$ cat src/rtl/minus_pkg.sv
`default_nettype none
// ============================================================================
// Module      : minus_pkg
// Description : Shared constants and types for the serial subtractor
//               controller: default operand width, FSM state encoding and
//               requester index type.
// Revision    : 1.0 - initial release
// ============================================================================
package minus_pkg;

    // Default operand/result width in bits
    localparam int c_default_width = 16;

    // Controller states: wait for a request, shift bits, hold completion
    typedef enum logic [1:0] {
        IDLE  = 2'd0,
        SHIFT = 2'd1,
        DONE  = 2'd2
    } state_t;

    // Index of one of the two requesters
    typedef logic req_idx_t;

endpackage : minus_pkg
`default_nettype wire

$ cat src/rtl/borrow_cell.sv
`default_nettype none
// ============================================================================
// Module      : borrow_cell
// Description : One-bit full subtractor: difference and borrow-out of
//               x - y - bin.
// Revision    : 1.0 - initial release
// ============================================================================
module borrow_cell (
    input  logic x,
    input  logic y,
    input  logic bin,
    output logic d,
    output logic bout
);

    // Difference bit and borrow propagated to the next more significant bit
    always_comb begin
        d    = x ^ y ^ bin;
        bout = (~x & y) | (~x & bin) | (y & bin);
    end

endmodule : borrow_cell
`default_nettype wire

$ cat src/rtl/serial_minus_ctrl.sv
`default_nettype none
// ============================================================================
// Module      : serial_minus_ctrl
// Description : Two-requester four-phase handshake controller around a
//               bit-serial subtractor. One operation computes x - y over
//               WIDTH clock edges, LSB first, through a single borrow cell.
//               Round-robin priority resolves simultaneous requests.
// Revision    : 1.0 - initial release
// ============================================================================
module serial_minus_ctrl
    import minus_pkg::*;
#(
    parameter int WIDTH = c_default_width
) (
    input  logic             clk,
    input  logic             rst,
    input  logic             req0,
    input  logic [WIDTH-1:0] x0,
    input  logic [WIDTH-1:0] y0,
    input  logic             req1,
    input  logic [WIDTH-1:0] x1,
    input  logic [WIDTH-1:0] y1,
    output logic             fin0,
    output logic             fin1,
    output logic [WIDTH-1:0] s,
    output logic             cout,
    output logic             busy
);

    localparam int c_cw = (WIDTH > 2) ? $clog2(WIDTH) : 1;

    state_t           r_state;
    state_t           w_state_nxt;
    req_idx_t         r_gnt;
    req_idx_t         r_ptr;
    req_idx_t         w_gnt_sel;
    logic             w_any_req;
    logic             w_req_gnt;
    logic             w_last;
    logic [WIDTH-1:0] r_x;
    logic [WIDTH-1:0] r_y;
    logic [WIDTH-1:0] r_res;
    logic [WIDTH-1:0] r_s;
    logic             r_b;
    logic             r_cout;
    logic             r_fin0;
    logic             r_fin1;
    logic [c_cw-1:0]  r_cnt;
    logic             w_d;
    logic             w_bout;

    // Single subtract cell fed by the LSBs of the operand shift registers
    borrow_cell u_cell (
        .x    (r_x[0]),
        .y    (r_y[0]),
        .bin  (r_b),
        .d    (w_d),
        .bout (w_bout)
    );

    // Arbitration, handshake qualifiers and next-state selection
    always_comb begin
        w_state_nxt = r_state;
        w_any_req   = req0 | req1;
        w_req_gnt   = r_gnt ? req1 : req0;
        w_last      = (r_cnt == c_cw'(WIDTH - 1));
        if (req0 && req1) begin
            w_gnt_sel = r_ptr;
        end else begin
            w_gnt_sel = req1;
        end
        case (r_state)
            IDLE:    if (w_any_req) w_state_nxt = SHIFT;
            SHIFT:   if (w_last)    w_state_nxt = DONE;
            DONE:    if (!w_req_gnt) w_state_nxt = IDLE;
            default: w_state_nxt = IDLE;
        endcase
    end

    // FSM state register
    always_ff @(posedge clk or posedge rst) begin
        if (rst) begin
            r_state <= IDLE;
        end else begin
            r_state <= w_state_nxt;
        end
    end

    // Operand capture, serial datapath, result load and completion flags
    always_ff @(posedge clk or posedge rst) begin
        if (rst) begin
            r_gnt  <= 1'b0;
            r_ptr  <= 1'b0;
            r_x    <= '0;
            r_y    <= '0;
            r_res  <= '0;
            r_s    <= '0;
            r_b    <= 1'b0;
            r_cout <= 1'b0;
            r_fin0 <= 1'b0;
            r_fin1 <= 1'b0;
            r_cnt  <= '0;
        end else begin
            case (r_state)
                IDLE: begin
                    if (w_any_req) begin
                        r_gnt <= w_gnt_sel;
                        r_x   <= w_gnt_sel ? x1 : x0;
                        r_y   <= w_gnt_sel ? y1 : y0;
                        r_b   <= 1'b0;
                        r_cnt <= '0;
                    end
                end
                SHIFT: begin
                    r_x   <= r_x >> 1;
                    r_y   <= r_y >> 1;
                    r_b   <= w_bout;
                    r_res <= {w_d, r_res[WIDTH-1:1]};
                    r_cnt <= r_cnt + 1'b1;
                    if (w_last) begin
                        r_s    <= {w_d, r_res[WIDTH-1:1]};
                        r_cout <= w_bout;
                        if (r_gnt) begin
                            r_fin1 <= 1'b1;
                        end else begin
                            r_fin0 <= 1'b1;
                        end
                    end
                end
                DONE: begin
                    // Completion drops with the granted request; the other
                    // requester gets priority on the next contention.
                    if (!w_req_gnt) begin
                        r_fin0 <= 1'b0;
                        r_fin1 <= 1'b0;
                        r_ptr  <= ~r_gnt;
                    end
                end
                default: begin
                    r_fin0 <= 1'b0;
                    r_fin1 <= 1'b0;
                end
            endcase
        end
    end

    assign fin0 = r_fin0;
    assign fin1 = r_fin1;
    assign s    = r_s;
    assign cout = r_cout;
    assign busy = (r_state != IDLE);

endmodule : serial_minus_ctrl
`default_nettype wire

$ cat config.mk
export PLATFORM = sky130hd
export DESIGN_NAME = serial_minus_ctrl
export DESIGN_NICKNAME = d
export VERILOG_FILES = /design/src/rtl/minus_pkg.sv /design/src/rtl/borrow_cell.sv /design/src/rtl/serial_minus_ctrl.sv
export SDC_FILE = /design/constraint.sdc
export NUM_CORES = 1
export LEC_CHECK = 0
export ABC_AREA = 1
export BUFFER_PORTS_ARGS = -buffer_cell sky130_fd_sc_hd__buf_4
export CAP_MARGIN = 20
export CORE_UTILIZATION = 32
export CTS_BUF_LIST = sky130_fd_sc_hd__clkbuf_8
export DETAILED_ROUTE_END_ITERATION = 10
export PLACE_DENSITY_LB_ADDON = 0.05
export REMOVE_ABC_BUFFERS = 1
export SLEW_MARGIN = 20
export SYNTH_ARGS = -nofsm -noshare
export SYNTH_HDL_FRONTEND = slang
export SYNTH_SLANG_ARGS = --single-unit
$ cat constraint.sdc
create_clock -name clk -period 4.8 [get_ports clk]
set_input_delay 0.24 -clock clk [delete_from_list [all_inputs] [get_ports clk]]
set_output_delay 0.24 -clock clk [all_outputs]
set_load 0.01 [all_outputs]
## Word level (Yosys, flattened, before mapping)

Cells that the tools add are included.

- Memories: 0
- Output and inout bits: 20
- Bits in writable memories: 0
- Register bits after elaboration: 76
- Bits in latches: 0
- Input bits: 68
- Bits in read-only memories: 0
- Word-level logic and storage cells: 67

- Equality and inequality tests: 8
- Divide/modulo/power cells: 0
- Mux-type cells: 23
- Bitwise gates (word level): 12
- $add $sub $neg: 1
- Multipliers: 0
- $lt $le $gt $ge: 0
- Shifts and indexed selects: 0
- Reduce and logical (&&, ||, !) cells: 11

Operators with widths:

| operator | number |
|---|---|
| 16-bit two-way mux | 4 |
| 16-bit one-hot mux with 2 select lines | 2 |
| 2-bit inequality test (second input constant) | 5 |
| 1-bit two-way mux | 8 |
| 4-bit one-hot mux with 2 select lines | 1 |
| 2-bit AND reduction | 4 |
| 4-bit AND reduction | 2 |
| 2-bit two-way mux | 3 |
| 1-bit one-hot mux with 3 select lines | 2 |
| 2-bit one-hot mux with 3 select lines | 1 |
| 4-bit by 1-bit adder with 4-bit output (second input constant) | 1 |
| 4-bit equality test (second input constant) | 1 |
| 4-bit two-way mux | 1 |
| 1-bit inverter | 4 |
| 2-bit nonzero test | 2 |
| 1-bit bitwise AND | 3 |
| 1-bit bitwise OR | 3 |
| 3-bit AND reduction | 1 |
| 2-bit by 1-bit equality test with 1-bit output (second input constant) | 1 |
| 2-bit equality test (second input constant) | 1 |
| 2-bit logical NOT | 1 |
| 1-bit one-hot mux with 2 select lines | 1 |
| 1-bit XOR | 2 |
| 1-bit logical AND | 1 |

## Longest topological paths before layout

Gate-level depths: netlist of run 1.

- Depth after elaboration: 5
- Mapped depth: 8
- Mapped depth without buffers: 7

## Cells and area by module

From an unflattened synthesis of run 1, not the netlist that was laid out.

- Cells, all modules: 523
- Area total of the unflattened synthesis: 3972.6 um^2

By module, submodules not included:

| module | area an instance (um^2) | instances | cells an instance |
|---|---|---|---|
| serial_minus_ctrl | 3945.0 | 1 | 520 |
| borrow_cell | 27.5 | 1 | 3 |

## Worst setup path before layout of run 1

OpenSTA, ideal clock, no wires.

- Path type: register to register
- Start: register r_cnt[0]
- End: register r_s[15], in the netlist s[15]
- Setup slack: 3484 ps
- Cell stages (with the launch flop): 8
- Path buffers: 1
- Clock period less this slack: 1316 ps
- Library setup time: 118 ps
- Required time: 4682 ps
- Data arrival time: 1198 ps
- Cells stage by stage: dfrtp_1 ha_1 inv_1 nor2_1 nand2_2 buf_6 nand2_1 o21ai_2

- Word-level cells in the longest chain between the ends: 2

RTL lines:

| element | RTL line | text |
|---|---|---|
| start: declaration | serial_minus_ctrl.sv:48 | `logic [c_cw-1:0] r_cnt;` |
| start signal: assignment | serial_minus_ctrl.sv:119 | `r_cnt <= r_cnt + 1'b1;` |
| 4-bit equality test | serial_minus_ctrl.sv:66 | `w_last = (r_cnt == c_cw'(WIDTH - 1));` |
| 2-bit AND reduction (no source line) | n/a |  |
| end signal: assignment | serial_minus_ctrl.sv:121 | `r_s <= {w_d, r_res[WIDTH-1:1]};` |
| end: declaration | serial_minus_ctrl.sv:43 | `logic [WIDTH-1:0] r_s;` |

Every way passes these cells.
A chain may end at the register's enable or synchronous reset.

## Final worst setup path of run 1

- Start: register r_state[1]
- End: register r_y[2]

- Word-level cells in the longest chain between the ends: 3
- Elaborated cells between the ends (all ways): 6
- Those cells by class: eq/ne: 2; mux: 1; reduce/logical: 3

RTL lines:

| element | RTL line | text |
|---|---|---|
| start: declaration | serial_minus_ctrl.sv:32 | `state_t r_state;` |
| start signal: assignment | serial_minus_ctrl.sv:85 | `r_state <= w_state_nxt;` |
| 2-bit by 1-bit equality test with 1-bit output / 2-bit logical NOT (equally long branches) | serial_minus_ctrl.sv:104 | `case (r_state)` |
| 2-bit nonzero test (no source line) / 2-bit inequality test (equally long branches) | n/a |  |
| 2-bit AND reduction (no source line) | n/a |  |
| end signal: assignment | serial_minus_ctrl.sv:109 | `r_y <= w_gnt_sel ? y1 : y0;` |
| end signal: assignment | serial_minus_ctrl.sv:116 | `r_y <= r_y >> 1;` |
| end: declaration | serial_minus_ctrl.sv:41 | `logic [WIDTH-1:0] r_y;` |

Several ways; a longest one is shown, not always the timed one.

==> impl.org, run 1 <==
** Worst setup path
- At the worst endpoint, the required time is a little over 5 ns.
- Of all nets on the critical path, the largest fanout is 55.
- CP arrival :: 2.18 ns
- CP startpoint kind :: flip-flop
- The setup path with the least slack is of type reg -> reg.
- The largest individual stage delay along the critical path comes from the cell buf_4.
- The critical path contains buffers and inverters numbering 2 combined.
- The cell family contributing the most delay on the critical path is simple AND/OR/NAND/NOR gates.
- Highest cell delay on the worst timing path :: ~0.54 ns
- Setup slack on the worst reg-to-reg path comes out at 2.86 ns.
- The critical path goes through inv_2 -> nand2_2 -> buf_4 -> nand3_1 -> nand2_1 -> nand2_1.
- Type of element capturing the critical path :: flip-flop
- Counting stages on the worst path, the most repeated cell is nand2_1.

** Synth
- Avg Inst Size Synth :: around 7.7 sq um
- Sequential-to-total area share from yosys stat :: between 40 and 50%
- Of the post-synthesis cell area, the dominant cell type holds 49.1%.
- Synth cell types :: 23
- The synthesized netlist occupies a cell area of 3820 sq um.
- After synthesis the netlist holds a flip-flop and latch count of 75.
- The biggest area contributor in the post-synthesis netlist is dfrtp_1.
- Synthesized instance count :: between 400 and 500
- Yosys printed 0 warnings.
- Largest cells by area after synthesis :: dfrtp_1, nand2_1, nand3_1

** Drt
- Detailed-route via count :: around 3,300
- After detailed routing, the average wire length per cell comes to 12.1 microns.
- After the first detailed-routing iteration, the DRC count stood at about 190.
- For this run, design rule violations remaining after detail routing come to 6.
- Average vias per placed instance :: between 4 and 5
- Number of detailed-route iterations in the first pass :: 8
- The detail route stage leaves a number of antenna-violating nets equal to 0.
- For this block, the routed nets add up to between 8000 and 9000 microns of wire.

** Global route
- The first global-routing pass estimated 15,000 microns of wire.
- Vias in the first global route :: approximately 3,100
- The total overflow left after global routing is 0.
- For this run, the total global-route usage over all layers was measured as between 15 and 20%.
- Initial antenna violation count :: 0
- Maximum number of pins on one net before global-route repair :: between 70 and 80

** Hold path
- The worst hold path belongs to the class in -> async.

** Clocking
- Clock-pin slew was measured on the worst setup and hold paths at about 0.080 ns.
- Cts repair resizes :: 0
- Max H-tree Level :: 3
- TritonCTS created 9 clock buffers.
- Post-CTS setup buffers :: 0
- Clock tree from TritonCTS :: done
- Number of hold buffers added after cts :: 0
- For the worst-skew pair, the clock arrives at the later sink with an insertion delay of ~0.35 ns.
- The clock drives 75 sinks.
- The tree is rooted in a clkbuf_8.
- Clock buffer depth :: 2

** Floorplan
- In this run the vertical extent of the chip is roughly 110 microns.
- Top-Level Pins :: between 80 and 90
- Floorplan row count :: 39
- Initial Utilization :: between 30% and 40%
- Std-Cell Core Area :: between 10,000 and 15,000 sq um
- Die area :: 12,400 sq um
- Chip width :: about 110 microns

** Flow run
- Max-cap violations in this run came to 0.

** Cells and area
- For this run, the share of the core covered by cells in the final layout is approximately two fifths.
- The area growth from synthesis to layout is 22.4%.
- Leaving out fill and tap cells, the most frequent cell in the layout is nand2_1.
- Final #Nets :: 640
- Fill cells in the final layout number roughly 1,200.
- Fraction of layout instances using a drive strength above 1 :: a little under a quarter
- The library cells used most frequently in the layout, excluding fill and tap cells, are nand2_1, buf_4, dfrtp_1, nand3_1, nor2_1.
- Diodes inserted :: 0
- The finished cells cover 4680 sq um.

** Place
- Post-detail-place hpwl :: around 5500 microns
- Port buffering added 87 buffers.
- Dpl cell area :: 4480 sq um
- Final RePlAce weighted congestion :: around 0.72

** STA
- Worst slew margin relative to its limit :: 48.1%
- Final max-slew violation count :: 0
- Setup repair after global routing left no endpoint under its margin.
- Between clock sinks in the finished design, the worst skew comes to between 0.01 and 0.015 ns.
- Setup violations, final :: 0
- Transition time at the pin with the least slew margin :: around 0.78 ns
- The smallest clock period supported by the final layout is computed as about 1.9 ns.
- Final Cycle Share :: 40.4%
- Final-layout setup total negative slack :: 0 ns
- Achievable clock frequency :: approximately 0.5 GHz
- The number of failing hold endpoints at the final stage was 0.

** Outcome
- The checks that failed: design-rule violations.
- Outcome :: finished with violations

** Power and ir drop
- Power density over the cells :: about 540 nW/um^2
- VDD sags by at most about 0.00016 V.
- P_leak :: 0.00239 uW
[cell usage after synthesis (all sizes together)]
| library cell | n |
|---|---|
| fa | 1 |
| xor2 | 1 |
| dfrtp | 75 |
| nand2 | 189 |
| a22o | 1 |
| inv | 33 |
| nand4 | 2 |
| buf | 24 |
| clkbuf | 6 |
| nand3 | 65 |
| nor3 | 1 |
| nor2 | 48 |
| ha | 1 |
| o21ai | 45 |
| a21oi | 6 |
[path summary, 6_finish.rpt]
kind / start / to / cells after the start
setup / recovery: r_state[1]$_DFFE_PP0P_ / r_y[2]$_DFFE_PP0P_ / 6
setup reg to reg: r_state[1]$_DFFE_PP0P_ / r_y[2]$_DFFE_PP0P_ / 6
hold / removal: rst / s[6]$_DFFE_PP0P_ / 3
min in group clk: y0[15] / r_y[15]$_DFFE_PP0P_ / 3
max in group asynchronous: rst / r_x[3]$_DFFE_PP0P_ / 3
hold reg to reg: fin1$_DFFE_PP0P_ / fin1$_DFFE_PP0P_ / 2
[final cells by class]
type / count / area (sq um) / area share (%)
Clock buffer: 9 / 124 / 2.65
Clock inverter: 7 / 62.6 / 1.34
Inverter: 33 / 125 / 2.68
Multi-Input combinational cell: 360 / 1620 / 34.7
Sequential cell: 75 / 1880 / 40.1
Tap cell: 143 / 179 / 3.83
Timing Repair Buffer: 91 / 687 / 14.7
[routing by layer]
metal  vias up  routed length, microns  GRT usage, %
met3         7                     362          3.66
met4         0                      70          5.41
met1      1511                    4220          20.4
met5         -                       0             0
li1       1710                       -             -
met2        66                    4040          24.1
[cells by family after synthesis]
group | Yosys count | share of synthesized area [%]
DFF | 75 | 49.1
xor gates and xnor gates | 1 | 0.229
adders and majority gates | 2 | 0.852
buffers and inverters | 63 | 8.71
AOI/OAI and AO/OA | 52 | 8.48
and+or+nand+nor | 305 | 32.6
[worst register-to-register path, cell delays in order (launching register included)]
cell     delay (ns)
dfrtp_1        0.44
inv_2          0.12
nand2_2        0.36
buf_4          0.55
nand3_1        0.23
nand2_1        0.09
nand2_1        0.05
[registers in the layout, summed over array words and instances, names as in the netlist, 2 cells and up]
signal and count:
r_cnt 4, r_res 15, r_state 2, r_x 16, r_y 16, s 16
[through the flow]
step,hold slack [ns],std cells,worst slack (ns),power (uW)
after global placement,0.458,702,2.69,2080
after global routing,0.127,718,2.61,2790
after detailed placement,0.465,702,2.63,2100
final,0.0572,718,2.86,2540
after CTS,0.155,718,2.65,2580
after floorplan,0.425,468,2.65,1760
[where the power goes]
part           switching, uW  internal (uW)
Sequential               153            911
Combinational            590            411
Clock                    240            235
Power figures use the tool's default switching activity.
==> run 2, diff against run 1 <==
==> constraint.sdc (replaced) <==
create_clock -name clk -period 1.9 [get_ports clk]
set_input_delay 0.095 -clock clk [delete_from_list [all_inputs] [get_ports clk]]
set_output_delay 0.095 -clock clk [all_outputs]
set_load 0.01 [all_outputs]
==> run 2 against run 1 <==
  * The run still ends with design-rule violations left
  * Maximum frequency is 26% higher
  * Routed wire length is 1.3% higher
  * Die area stayed put
  * Worst setup slack worse by 2.5 ns
  * Register-to-register slack worse by 2.5 ns
  * Flip-flop and latch count stayed put
  * Largest cell class unchanged
  * Highest routed layer unchanged
==> impl.org, run 2 (same netlist as run 1, synthesis figures left out) <==
** Global route
- Maximum number of pins on one net before global-route repair :: 60 (was 76)
- The number of global-route vias before repair is 3,236 (was 3,132).
- Global router's overall resource usage :: 15.4% (was 15.3%)
- Global-route wire length before repair :: 15,200 microns (was 15,000 microns)
- Initial antenna violation count :: 0 (unchanged)
- Total congestion overflow after global routing :: 0 (unchanged)

** Drt
- The detailed-router iteration count before antenna repair was 7 (was 8).
- The count of antenna-violating nets left after detailed routing is 0 (unchanged).
- Wire length per cell after detailed routing :: 12.1 microns (about the same)
- The detailed router's first-iteration violation count is 200 (was 188).
- Average vias per placed instance :: 4.64 (was 4.59)
- Wirelength, routed :: 8800 microns (was 8690 microns)
- Detailed-route via count :: 3,366 (was 3,294)
- Number of remaining DRC errors :: 7 (was 6)

** Worst setup path
- The largest fanout on the critical path is 23 (was 55).
- Data required time of the critical path :: 2.13 ns (was 5.04 ns)
- The critical path class is reg -> reg (unchanged).
- Start point of the critical path :: r_state[0]$_DFFE_PP0P_ (was r_state[1]$_DFFE_PP0P_)
- Worst reg2reg setup slack :: 0.36 ns (was 2.86 ns)
- The end of the critical path was r_y[10]$_DFFE_PP0P_ (was r_y[2]$_DFFE_PP0P_).
- Type of element capturing the critical path :: flip-flop (unchanged)
- CP arrival :: 1.77 ns (was 2.18 ns)
- Reg2reg path depth :: 7 (was 6)
- CP startpoint kind :: flip-flop (unchanged)
- The end of the worst register-to-register path was r_y[10]$_DFFE_PP0P_ (was r_y[2]$_DFFE_PP0P_).
- Reg-to-reg critical path startpoint :: r_state[0]$_DFFE_PP0P_ (was r_state[1]$_DFFE_PP0P_)

** STA
- The number of failing hold endpoints at the final stage was 0 (unchanged).
- The time the final worst path needs with I/O delays and setup came to 1.54 ns (was 1.94 ns).
- Final max-slew violation count :: 0 (unchanged)
- Post-layout worst setup margin :: 0.361 ns (was 2.86 ns)
- Post-Route Skew :: 0.00568 ns (was 0.0109 ns)
- Setup violations, final :: 0 (unchanged)
- The headroom to the max-slew limit came to 68.3% (was 48.1%).
- Achievable clock frequency :: 0.650 GHz (was 0.515 GHz)
- Setup repair after global routing missed its margin: no (unchanged).
- The transition time at the pin with the least slew margin is 0.474 ns (was 0.776 ns).
- The share of the clock period used by the worst path came to 81.0% (was 40.4%).

** Clocking
- Clock buffer depth :: 2 (unchanged)
- The root buffer cell is clkbuf_8 (unchanged).
- Number of buffers added by the clock tree synthesis step :: 9 (unchanged)
- Clock tree from TritonCTS :: done (unchanged)
- The H-tree depth is 3 (unchanged).
- Clk Latency, worst-skew pair :: 0.34 ns (was 0.35 ns)
- The count of clock tree sinks is 75 (unchanged).
- The clock transition at the registers of the reported paths came to 0.07 ns (was 0.08 ns).

** Power and ir drop
- Maximum ir drop on the vdd rail :: 0.000369 V (was 0.000158 V)
- Reported net switching power :: 2470 uW (was 982 uW)
- The internal power is 3940 uW (was 1560 uW).
- Power share of the clock group :: 16.9% (was 18.7%)
- Part of the power in registers :: 42.0% (was 41.9%)
- Switch share :: 38.5% (was 38.7%)
- Share of power burned in combinational logic :: 41.1% (was 39.4%)
- The power per standard cell area is 1350 nW/um^2 (was 543 nW/um^2).
- The total power came to 6410 uW (was 2540 uW).
- The leakage power was 0.00243 uW (was 0.00239 uW).

** Place
- The weighted congestion reported at the end of routability-driven placement was 0.744 (was 0.719).
- Dpl cell area :: 4590 sq um (was 4480 sq um)
- Minimum setup slack after placement :: 0.355 ns (was 2.63 ns)
- Post-detail-place hpwl :: 5930 microns (was 5530 microns)
- I/O Buffers :: 87 (unchanged)

** Floorplan
- Top-Level Pins :: 88 (unchanged)
- Floorplan row count :: 39 (unchanged)
- Std-Cell Core Area :: 11,500 sq um (unchanged)
- The height of the die came to 111 microns (unchanged).
- Die area :: 12,400 sq um (unchanged)
- Chip width :: 111 microns (unchanged)
- The effective utilization at floorplan was 33.2% (unchanged).

** Cells and area
- Area growth from synthesis to layout :: 24.8% (was 22.4%)
- Highest-count cells in the layout ignoring fill and taps :: nand2_1, buf_4, dfrtp_1, nand3_1, nor2_1 (unchanged)
- The area occupied by multi-input gates came to 1620 sq um (about the same).
- Most common cell after layout, fill and taps aside :: nand2_1 (unchanged)
- Fraction of layout instances using a drive strength above 1 :: 23.7% (was 22.6%)
- Utilization after layout :: 41.4% (was 40.6%)
- Diodes inserted :: 0 (unchanged)
- The net total in the final layout came to 649 (was 640).
- The area taken by flip-flops and latches came to 1880 sq um (unchanged).
- Fill count :: 1,201 (was 1,222)
- Post-Layout Inst Area :: 4770 sq um (was 4680 sq um)

** Hold path
- The worst hold path passes through 3 cells.
- The classification of the worst-slack hold path is in -> reg (was in -> async).

** Outcome
- Outcome :: finished with violations (unchanged)
- Violations in the final reports :: design-rule violations (unchanged)

** Flow run
- The number of max-capacitance violations reported was 0 (unchanged).
-- run 2: cell count changes in the layout (fill, tap and decap cells not counted), sizes merged --
cell / previous run / this run
clkbuf: 9 / 11
clkinvlp: 1 / 0
inv: 35 / 32
dlygate4sd3: 0 / 1
bufinv: 1 / 0
buf: 91 / 99
clkinv: 3 / 4
-- run 2: worst min-delay path by stage --
stage | start | to | slack [ns]
2_1_floorplan | x0[15] | r_x[15]$_DFFE_PP0P_ | 0.28
6_report | y0[15] | r_y[15]$_DFFE_PP0P_ | 0.03
4_1_cts | y0[15] | r_y[15]$_DFFE_PP0P_ | 0.01
3_5_place_dp | rst | s[7]$_DFFE_PP0P_ | 0.12
3_3_place_gp | rst | s[8]$_DFFE_PP0P_ | 0.11
5_1_grt | x0[15] | r_x[15]$_DFFE_PP0P_ | 0.03
-- run 2: power groups by stage --
stage | clock network [uW] | logic (uW) | registers (uW)
finish | 1080 | 2640 | 2690
global placement | 0 | 2640 | 2710
floorplan | 0 | 1730 | 2710
global route | 1210 | 3070 | 2790
CTS | 1150 | 2700 | 2700
detailed placement | 0 | 2690 | 2720
-- run 2: layout make-up --
class / instances / area share [%]
clock inverter: 3 / 0.315
clock buffer: 11 / 3.18
timing repair buffer: 100 / 16.9
sequential: 75 / 39.4
inverter: 33 / 2.63
multi-input combinational: 360 / 33.9
tap: 143 / 3.75
-- run 2: through the flow --
step	setup TNS, ns	hold WS [ns]	cells
global route	0	0.0320	725
global placement	0	0.110	710
finish	0	0.0336	725
floorplan	-18.10	0.280	468
detailed placement	0	0.117	710
CTS	0	0.0141	725
-- run 2: per-layer routing --
metal | global-route usage (%) | up-vias | share of wire, %
met5 | 0 | - | 0
met4 | 5.95 | 0 | 0.86
met3 | 3.34 | 8 | 5.2
met2 | 25.0 | 76 | 47
met1 | 19.9 | 1551 | 47
li1 | - | 1731 | -
-- run 2: worst max-delay path, cell delays in order (launching register included) --
cell     delay [ns]
dfrtp_1        0.46
inv_2          0.13
nand2_1        0.07
nand2_2        0.36
buf_4          0.26
nor2_1         0.05
nand2_1        0.06
nand2_1        0.05
-- run 2: timing repair --
| action | CTS | global route |
|---|---|---|
| resized for setup | 0 | 0 |
| hold buffers | 1 | 0 |
| endpoints found under the setup margin | 0 | 0 |
| hold endpoints to repair | 21 | 0 |
| setup buffers | 0 | 0 |
==> run 3, diff against run 2 <==
==> constraint.sdc (replaced) <==
create_clock -name clk -period 1.6 [get_ports clk]
set_input_delay 0.08 -clock clk [delete_from_list [all_inputs] [get_ports clk]]
set_output_delay 0.08 -clock clk [all_outputs]
set_load 0.01 [all_outputs]
==> run 3 against run 2 <==
  * The flow still finishes with violations (design-rule violations)
  * Largest cell class unchanged
  * Sequential power rose by 19%
  * Critical endpoint is now r_x[4]$_DFFE_PP0P_
  * Non-clock buffer count up 6
  * Largest power group unchanged
  * Worst setup slack got worse by 0.085 ns
==> impl.org, run 3 (same netlist as run 1, synthesis figures left out) <==
** Floorplan
- The effective utilization at floorplan came to 33.2% (unchanged).
- The number of placement rows came to 39 (unchanged).
- Chip width :: 111 microns (unchanged)
- Die area :: 12,400 sq um (unchanged)
- Std-Cell Core Area :: 11,500 sq um (unchanged)
- Top-Level Pins :: 88 (unchanged)
- The height of the die is 111 microns (unchanged).

** Clocking
- The root buffer cell is clkbuf_8 (unchanged).
- Clk Latency, worst-skew pair :: 0.34 ns (about the same)
- Clock Sinks :: 75 (unchanged)
- The TritonCTS clock tree is done (unchanged).
- The clock transition at the registers of the reported paths is 0.09 ns (was 0.07 ns).
- Number of buffers added by the clock tree synthesis step :: 9 (unchanged)
- The H-tree depth is 3 (unchanged).
- The largest buffer count on any clock path was 2 (unchanged).

** Drt
- The aggregate routed wire length is 8840 microns (was 8800 microns).
- Number of nets with antenna violations after detailed routing :: 0 (unchanged)
- Number of detailed-route iterations in the first pass :: 7 (unchanged)
- Number of remaining DRC errors :: 6 (was 7)
- The detailed router's first-iteration violation count came to 141 (was 200).
- The average wire per standard cell came to 12.1 microns (about the same).
- The number of vias per cell after detailed routing was 4.55 (was 4.64).
- Detailed-route via count :: 3,332 (was 3,366)

** STA
- The time the final worst path needs with I/O delays and setup came to 1.32 ns (was 1.54 ns).
- Post-layout worst setup margin :: 0.275 ns (was 0.361 ns)
- Setup violations, final :: 0 (unchanged)
- The headroom to the max-slew limit was 66.1% (was 68.3%).
- The fmax came to 0.755 GHz (was 0.650 GHz).
- Setup repair after global routing missed its margin: no (unchanged).
- Transition time at the pin with the least slew margin :: 0.508 ns (was 0.474 ns)
- The final-report max-slew violation count was 0 (unchanged).
- The number of failing hold endpoints at the final stage was 0 (unchanged).
- Worst hold margin :: 0.0282 ns (was 0.0336 ns)
- Final Cycle Share :: 82.8% (was 81.0%)
- The final clock skew is 0.0131 ns (was 0.00568 ns).

** Worst setup path
- The worst reg2reg path depth was 7 (unchanged).
- Data required time of the critical path :: 1.83 ns (was 2.13 ns)
- CP startpoint kind :: flip-flop (unchanged)
- Cells along the critical path :: inv_2 -> nand2_1 -> nand2_2 -> buf_12 -> inv_2 -> nor2_1 -> a21oi_1 (was inv_2 -> nand2_1 -> nand2_2 -> buf_4 -> nor2_1 -> nand2_1 -> nand2_1)
- The largest stage delay on the critical path came to 0.47 ns (was 0.46 ns).
- Crit Path Max Fanout :: 46 (was 23)
- Worst Path Class, Setup :: reg -> reg (unchanged)
- Number of buffer and inverter stages on the critical path :: 3 (was 2)
- Max stage delay cell, worst path :: dfrtp_1 (unchanged)
- Type of element capturing the critical path :: flip-flop (unchanged)
- Worst path top cell family by delay :: flip-flops (was simple AND/OR/NAND/NOR gates)
- Count of cell instances traversed by the critical path :: 7 (unchanged)
- Crit path top cell by count :: inv_2 (was nand2_1)
- The worst endpoint data arrival time was 1.55 ns (was 1.77 ns).

** Power and ir drop
- Maximum ir drop on the vdd rail :: 0.000514 V (was 0.000369 V)
- The leakage power is 0.00247 uW (was 0.00243 uW).
- Sum of internal, switching and leakage power :: 7870 uW (was 6410 uW)
- The power per standard cell area was 1620 nW/um^2 (was 1350 nW/um^2).

** Global route
- The maximum number of pins on one net before global-route repair came to 61 (was 60).
- The number of global-route vias before repair was 3,231 (was 3,236).
- The global-route wire length before repair was 15,200 microns (about the same).
- Global router's overall resource usage :: 15.5% (was 15.4%)
- Total congestion overflow after global routing :: 0 (unchanged)
- Initial antenna violation count :: 0 (unchanged)

** Hold path
- WHS Path Cells :: 5 (was 3)
- The classification of the worst-slack hold path is in -> reg (unchanged).

** Place
- Final RePlAce weighted congestion :: 0.734 (was 0.744)
- The count of buffers inserted at the top-level ports was 87 (unchanged).
- Minimum setup slack after placement :: 0.291 ns (was 0.355 ns)
- Post-detail-place hpwl :: 6170 microns (was 5930 microns)

** Cells and area
- Highest-count cells in the layout ignoring fill and taps: nand2_1, buf_4, dfrtp_1, nand3_1, nor2_1 (unchanged).
- The count of antenna diodes in the layout was 0 (unchanged).
- The commonest non-fill, non-tap cell in the layout is nand2_1 (unchanged).
- Fraction of layout instances using a drive strength above 1 :: 24.6% (was 23.7%)
- Area growth from synthesis to layout :: 27.2% (was 24.8%)
- The net total in the final layout came to 655 (was 649).

** Outcome
- Outcome: finished with violations (unchanged).
- Violations in the final reports :: design-rule violations (unchanged)

** Flow run
- The number of max-capacitance violations reported is 0 (unchanged).
run 3: changes by cell type in the layout (fill, tap and decap cells not counted):
| cell | previous run | this run |
|---|---|---|
| buf_4 | 95 | 100 |
| bufinv_16 | 0 | 1 |
| clkinv_2 | 4 | 2 |
| clkinv_4 | 0 | 1 |
| clkinvlp_4 | 0 | 1 |
| dlygate4sd3_1 | 1 | 2 |
| inv_6 | 0 | 1 |
run 3: what timing repair did:
| item | 4_1_cts | 5_1_grt |
|---|---|---|
| setup buffers | 0 | 0 |
| hold endpoints to repair | 25 | 0 |
| gates resized for setup | 0 | 0 |
| hold buffers | 2 | 0 |
run 3: where the power goes:
part | internal, uW | switching (uW)
logic | 1350 | 1790
registers | 2730 | 463
clock network | 812 | 721
total | 4890 | 2980
run 3: cell type report:
type                       instances  area, sq um
clock buffer                      11          151
clock inverter                     5         60.1
fill                            1233         6660
inverter                          33          125
multi-input combinational        360         1620
sequential                        75         1880
tap                              143          179
timing repair buffer             106          851
run 3: worst reg2reg max path, cell delays in order (launching register included):
cell     delay, ns
dfrtp_1       0.47
inv_2         0.13
nand2_1       0.07
nand2_2       0.10
buf_12        0.22
inv_2         0.09
nor2_1        0.09
a21oi_1       0.04
run 3: final timing paths:
kind                                             start             endpoint  slack, ns
worst max-delay path            r_state[0]$_DFFE_PP0P_   r_x[4]$_DFFE_PP0P_       0.28
worst min-delay path                            y0[10]  r_y[10]$_DFFE_PP0P_       0.03
worst max register to register  r_state[0]$_DFFE_PP0P_   r_x[4]$_DFFE_PP0P_       0.28
worst min register to register     r_x[11]$_DFFE_PP0P_  r_x[11]$_DFFE_PP0P_       0.48
max in group asynchronous                          rst  r_x[13]$_DFFE_PP0P_       0.71
min in group asynchronous                          rst  r_x[15]$_DFFE_PP0P_       0.33
run 3: metrics by stage:
step	instance area (sq um)	TNS [ns]	instances	utilization, %
final	4860	0	733	42.2
after global routing	4860	0	733	42.2
after CTS	4860	0	733	42.2
after detailed placement	4630	0	715	40.2
after global placement	4630	0	715	40.2
after floorplan	3610	-55.10	468	-
run 3: metal layers:
| layer | wire length (microns) | vias up | part of all wire, % | GRT usage [%] |
|---|---|---|---|---|
| li1 | - | 1742 | - | - |
| met1 | 4190 | 1525 | 47 | 20.4 |
| met2 | 4210 | 63 | 48 | 24.6 |
| met3 | 392 | 2 | 4.4 | 4.16 |
| met4 | 51 | 0 | 0.58 | 5.14 |
| met5 | 0 | - | 0 | 0 |
